File: config.mk
export PLATFORM = sky130hd
export DESIGN_NAME = ex_mem_stage
export DESIGN_NICKNAME = d
export VERILOG_FILES = /design/src/rtl/ex_mem_stage_pkg.sv /design/src/rtl/ex_mem_fifo2.sv /design/src/rtl/ex_mem_stage.sv
export SDC_FILE = /design/constraint.sdc
export NUM_CORES = 1
export LEC_CHECK = 0
export BUFFER_PORTS_ARGS = -buffer_cell sky130_fd_sc_hd__buf_2
export CORE_MARGIN = 4
export CORE_UTILIZATION = 55
export CTS_CLUSTER_SIZE = 25
export DETAILED_ROUTE_END_ITERATION = 12
export PLACE_DENSITY = 0.8
export SETUP_SLACK_MARGIN = 0.1
export SLEW_MARGIN = 15
export SYNTH_ARGS = -nofsm -noshare
export SYNTH_HDL_FRONTEND = slang
export SYNTH_SLANG_ARGS = --single-unit
File: constraint.sdc
create_clock -name clk -period 2.4 [get_ports clk]
set_input_delay 0.24 -clock clk [delete_from_list [all_inputs] [get_ports clk]]
set_output_delay 0.24 -clock clk [all_outputs]
set_load 0.02 [all_outputs]
File: src/rtl/ex_mem_stage_pkg.sv
// Shared constants and types for the EX/MEM pipeline register slice.
// DATA_W/REG_W are datapath widths, DEPTH is the skid-buffer depth,
// CTRL_* give bit positions inside the 6-bit execute control word
// {reg_write, mem_read, mem_write, mem_to_reg, branch, bne}.
package ex_mem_stage_pkg;
  localparam int DATA_W  = 32;
  localparam int REG_W   = 5;
  localparam int DEPTH   = 2;
  localparam int CNT_W   = $clog2(DEPTH + 1);
  localparam int CTRL_W  = 6;
  localparam int MCTRL_W = 4;

  localparam int CTRL_REG_WRITE  = 5;
  localparam int CTRL_MEM_READ   = 4;
  localparam int CTRL_MEM_WRITE  = 3;
  localparam int CTRL_MEM_TO_REG = 2;
  localparam int CTRL_BRANCH     = 1;
  localparam int CTRL_BNE        = 0;

  // One held entry; branch outcome is resolved before storage so the
  // memory side only sees registered values.
  typedef struct packed {
    logic [DATA_W-1:0]  addr;
    logic [DATA_W-1:0]  wdata;
    logic [REG_W-1:0]   rd;
    logic [MCTRL_W-1:0] ctrl;
    logic               br_taken;
    logic [DATA_W-1:0]  br_target;
  } entry_t;

  // Word-offset branch target, wraps modulo 2^DATA_W.
  function automatic logic [DATA_W-1:0] br_tgt(input logic [DATA_W-1:0] pc4,
                                               input logic [DATA_W-1:0] imm);
    return pc4 + (imm << 2);
  endfunction
endpackage

File: src/rtl/ex_mem_fifo2.sv
// Two-entry FIFO, shift organisation: slot0 is always the head.
// Ports: clk/rst_n, push/pop (ignored when full/empty respectively),
// flush (synchronous, wins over push/pop), din/dout payload, count.
module ex_mem_fifo2
  import ex_mem_stage_pkg::*;
#(
  parameter int W = 8
) (
  input  logic             clk,
  input  logic             rst_n,
  input  logic             push,
  input  logic             pop,
  input  logic             flush,
  input  logic [W-1:0]     din,
  output logic [W-1:0]     dout,
  output logic [CNT_W-1:0] count
);
  localparam logic [CNT_W-1:0] FULL = CNT_W'(DEPTH);

  logic [W-1:0]     slot0, slot1;
  logic [CNT_W-1:0] cnt;
  logic             push_ok, pop_ok;

  assign push_ok = push & (cnt != FULL);
  assign pop_ok  = pop  & (cnt != '0);

  always_ff @(posedge clk or negedge rst_n) begin
    if (!rst_n) begin
      cnt   <= '0;
      slot0 <= '0;
      slot1 <= '0;
    end else if (flush) begin
      cnt <= '0;
    end else begin
      case ({push_ok, pop_ok})
        2'b10: begin
          if (cnt == '0) slot0 <= din;
          else           slot1 <= din;
          cnt <= cnt + CNT_W'(1);
        end
        2'b01: begin
          slot0 <= slot1;
          cnt   <= cnt - CNT_W'(1);
        end
        // Only reachable at count 1: head leaves, new entry takes its place.
        2'b11: slot0 <= din;
        default: ;
      endcase
    end
  end

  assign dout  = slot0;
  assign count = cnt;
endmodule

File: src/rtl/ex_mem_stage.sv
// EX/MEM stage register with 2-entry elastic buffering.
// Inputs: execute results (alu_out, alu_zero, store_data, pc_plus4,
// imm_ext, rd, ctrl) under in_valid/in_ready; flush discards all entries.
// Outputs: head entry (m_addr, m_wdata, m_rd, m_ctrl, br_taken, br_target)
// under out_valid/out_ready. Control outputs are masked while empty so
// no write or branch can leak from a stale slot.
module ex_mem_stage
  import ex_mem_stage_pkg::*;
(
  input  logic               clk,
  input  logic               rst_n,
  input  logic               in_valid,
  output logic               in_ready,
  input  logic [DATA_W-1:0]  alu_out,
  input  logic               alu_zero,
  input  logic [DATA_W-1:0]  store_data,
  input  logic [DATA_W-1:0]  pc_plus4,
  input  logic [DATA_W-1:0]  imm_ext,
  input  logic [REG_W-1:0]   rd,
  input  logic [CTRL_W-1:0]  ctrl,
  input  logic               flush,
  output logic               out_valid,
  input  logic               out_ready,
  output logic [DATA_W-1:0]  m_addr,
  output logic [DATA_W-1:0]  m_wdata,
  output logic [REG_W-1:0]   m_rd,
  output logic [MCTRL_W-1:0] m_ctrl,
  output logic               br_taken,
  output logic [DATA_W-1:0]  br_target
);
  entry_t           din, head;
  logic [CNT_W-1:0] count;
  logic             push, pop;

  // Handshakes depend only on the registered count.
  assign in_ready  = (count != CNT_W'(DEPTH));
  assign out_valid = (count != '0);
  assign push      = in_valid & in_ready;
  assign pop       = out_valid & out_ready;

  always_comb begin
    din           = '0;
    din.addr      = alu_out;
    din.wdata     = store_data;
    din.rd        = rd;
    din.ctrl      = ctrl[CTRL_REG_WRITE:CTRL_MEM_TO_REG];
    din.br_taken  = ctrl[CTRL_BRANCH] &
                    (ctrl[CTRL_BNE] ? ~alu_zero : alu_zero);
    din.br_target = br_tgt(pc_plus4, imm_ext);
  end

  ex_mem_fifo2 #(.W($bits(entry_t))) u_fifo (
    .clk   (clk),
    .rst_n (rst_n),
    .push  (push),
    .pop   (pop),
    .flush (flush),
    .din   (din),
    .dout  (head),
    .count (count)
  );

  assign m_addr    = head.addr;
  assign m_wdata   = head.wdata;
  assign m_rd      = head.rd;
  assign br_target = head.br_target;
  assign m_ctrl    = out_valid ? head.ctrl : '0;
  assign br_taken  = out_valid & head.br_taken;
endmodule

==> out/summary.txt <==
clk_skew -> 0.0147 ns
Num CTS Buffers -> 23
vias in the first global route -> 9,818
Routed Antenna Nets -> 0
max_cap viols -> 0
CTS tree -> yes
Mapped Cells -> 1,348
Ys Warns -> 0
critical path's top delay family -> simple AND/OR/NAND/NOR gates
async set-reset flop share out of synthesis -> 100%
Startpoint Class -> register
clk buf depth -> 3
Worst path max stage delay -> 0.44 ns
post-synthesis sequential area ratio -> 47.6%
Reg-to-Reg End -> u_fifo.dout[56]$_DFFE_PN0P_
WP data required -> 2.79 ns
Initial Util -> 55.8%
IO Port Bufs -> 250
CP Max Fanout -> 128
crit path cell chain -> or2_2, mux2i_1, nor2_4, buf_12, nor2_1, a31oi_1
first-pass GRT wire length -> 47,800 µm
dpl ws -> -0.227 ns
most common cell after layout, fill and taps aside -> nand2_1
worst hold path class -> in2reg
Final Non-Filler Cells -> 1,859
CP Capture Type -> register
Synth Area per Inst -> 8.34 µm²
largest net degree at the start of global routing -> 129
routed wire length -> 30,400 µm
Hold Crit Depth -> 2
Core Region -> 20,200 µm²
minimum clock period -> 2.16 ns
Cell Area, Synth -> 11,200 µm²
GR met2 Demand/Resource -> 43.9%
final setup fails -> 0
Overflow after GRT -> 0
status -> finished, final reports clean
Fin. Hold Viols -> 0
FF-to-FF Start -> u_fifo.count[1]$_DFFE_PN0P_
final hold slack -> 0.0199 ns
Max Fclk -> 463 MHz
Most used DFF post-synth -> dfrtp_1
fin nets -> 1,745
First DRT Iteration DRCs -> 640
Buf+Inv Stages, Crit Path -> 1
fraction of layout cells with a size suffix above 1 -> 22.3%
Root Driver -> clkbuf_16
worst-margin pin slew -> 0.662 ns
Vias/cell -> 5.46
post-synthesis cell type count -> 52
initial antenna violation count -> 0
DRT Pass-1 Iters -> 5
Relative slew margins -> 55.9%
placed cells -> 1,738
Reg clk slew, reported paths -> 0.06 ns
gr busiest metal -> met2
Chip Width -> 151 µm
syn_nets -> 1,523
R2R cell count -> 6
Max VDD drop -> 0.000431 V
Final period util -> 90.1%
P&R area growth vs syn -> 22.6%
hpwl dp -> 19,300 µm
R2R Setup Slk -> 0.24 ns
RSZ-0062 raised after global routing -> no
register bit total from synthesis -> 214
Filler cells -> 1,541
I/O pin cnt -> 253
most frequent cells in the layout -> nand2_1 (451), buf_2 (249), dfrtp_1 (214)
Setup WS post-layout -> 0.239 ns
WL per Instance -> 16.4 µm
worst hold start -> flush
die height -> 151 µm
met1 Use GR -> 31.7%
Vias -> 10,150
Crit Path Class -> reg2reg
met3 Resource Use GR -> 4.28%
Lkg Pwr -> 6.81 nW
Clock Latency Late Sink -> 0.50 ns
PwrDens -> 832 nW/µm²
clock sinks -> 214
row count -> 52
Die ar. -> 22,800 µm²
Hold Path End -> u_fifo.count[1]$_DFFE_PN0P_
DRC errors left -> 0
Slew Limit Fails -> 0
slowest stage cell, crit path -> buf_12
htree depth -> 1
Tot GR Track Use -> 25.5%
gpl congestion -> 0.919
EDFF count, synth -> 0
worst endpoint data arrival time -> 2.56 ns
-- per-layer routing --
| layer | part of all wire, % | wire length (µm) |
|---|---|---|
| met3 | 7.5 | 2270 |
| met5 | 0 | 0 |
| met4 | 4.2 | 1280 |
| met2 | 49 | 14800 |
| met1 | 40 | 12100 |
-- layout make-up --
class / count / area [µm²] / area share (%)
timing repair buffer: 376 / 2480 / 18.0
tap: 270 / 338 / 2.45
sequential: 214 / 5360 / 38.8
clock buffer: 34 / 667 / 4.84
inverter: 6 / 22.5 / 0.163
multi-input combinational: 949 / 4850 / 35.2
antenna: 3 / 7.51 / 0.0544
clock inverter: 7 / 66.3 / 0.481
-- state kept, by name (all words and copies together), names as in the netlist --
name and cells:
u_fifo.dout 106, u_fifo.count 2, u_fifo.slot1 106
-- Yosys cell counts (2+ instances only) --
cell | instances | area share (%)
mux2i_1 | 3 | 0.27
a21o_1 | 9 | 0.60
a31oi_1 | 80 | 4.4
ha_1 | 29 | 3.2
o21bai_1 | 4 | 0.27
xor2_1 | 14 | 1.1
inv_1 | 6 | 0.20
nor2b_1 | 3 | 0.17
and3_1 | 12 | 0.67
a211oi_1 | 3 | 0.20
a21boi_0 | 2 | 0.13
o22ai_1 | 5 | 0.28
a221o_1 | 3 | 0.27
o21a_1 | 14 | 0.93
nand3_1 | 9 | 0.40
nand4_1 | 9 | 0.50
nor2_1 | 109 | 3.6
buf_4 | 101 | 6.7
nor3_1 | 4 | 0.18
or2_2 | 4 | 0.22
buf_1 | 8 | 0.27
o31ai_1 | 3 | 0.20
or3_1 | 8 | 0.45
clkbuf_1 | 51 | 1.7
and2_1 | 6 | 0.33
nand2b_1 | 5 | 0.28
o21ai_0 | 56 | 2.5
buf_2 | 20 | 0.89
xnor2_1 | 14 | 1.1
o21ai_2 | 2 | 0.16
nand2_1 | 451 | 15
a21oi_2 | 2 | 0.16
a21oi_1 | 55 | 2.4
o21ai_1 | 2 | 0.089
dfrtp_1 | 214 | 48
o211ai_1 | 12 | 0.80
-- kinds of logic after synthesis --
family	after synthesis	synth area share, %
compound gates	263	14.6
mux	3	0.267
fa+ha+maj	30	3.40
flops	214	47.6
xor+xnor	28	2.18
simple gates	624	22.2
buf+inv	186	9.80
-- repair_timing --
item	CTS	global route
hold endpoints to repair	201	0
buffers inserted	0	0
hold buffers	76	0
setup endpoints to repair	0	1
gates resized for setup	0	0
-- where the power goes --
group / switching, mW / total [mW] / internal, mW
Sequential: 0.489 / 4.97 / 4.48
Combinational: 1.90 / 3.10 / 1.20
Clock: 1.39 / 3.42 / 2.03
-- through the flow --
step	util, %	TNS (ns)	power [mW]	cell area [µm²]
final	68.4	0	11.5	13800
after CTS	68.3	0	11.5	13800
after floorplan	-	0	7.30	11300
after global placement	60.9	-0.885	7.84	12300
after detailed placement	60.9	-1.75	7.96	12300
after global routing	68.3	0	12.1	13800
-- worst max-delay path by stage --
stage / cells past startpoint / slack [ns] / end / startpoint
3_3_place_gp: 11 / -0.18 / u_fifo.dout[30]$_DFFE_PN0P_ / pc_plus4[2]
2_1_floorplan: 10 / 0.14 / u_fifo.dout[30]$_DFFE_PN0P_ / pc_plus4[2]
6_report: 6 / 0.24 / u_fifo.dout[56]$_DFFE_PN0P_ / u_fifo.count[1]$_DFFE_PN0P_
4_1_cts: 6 / 0.22 / u_fifo.dout[100]$_DFFE_PN0P_ / u_fifo.count[1]$_DFFE_PN0P_
3_5_place_dp: 11 / -0.23 / u_fifo.dout[30]$_DFFE_PN0P_ / pc_plus4[2]
5_1_grt: 11 / 0.17 / u_fifo.slot1[28]$_DFFE_PN0P_ / pc_plus4[2]
No activity file was read; power rests on OpenSTA's default activity.
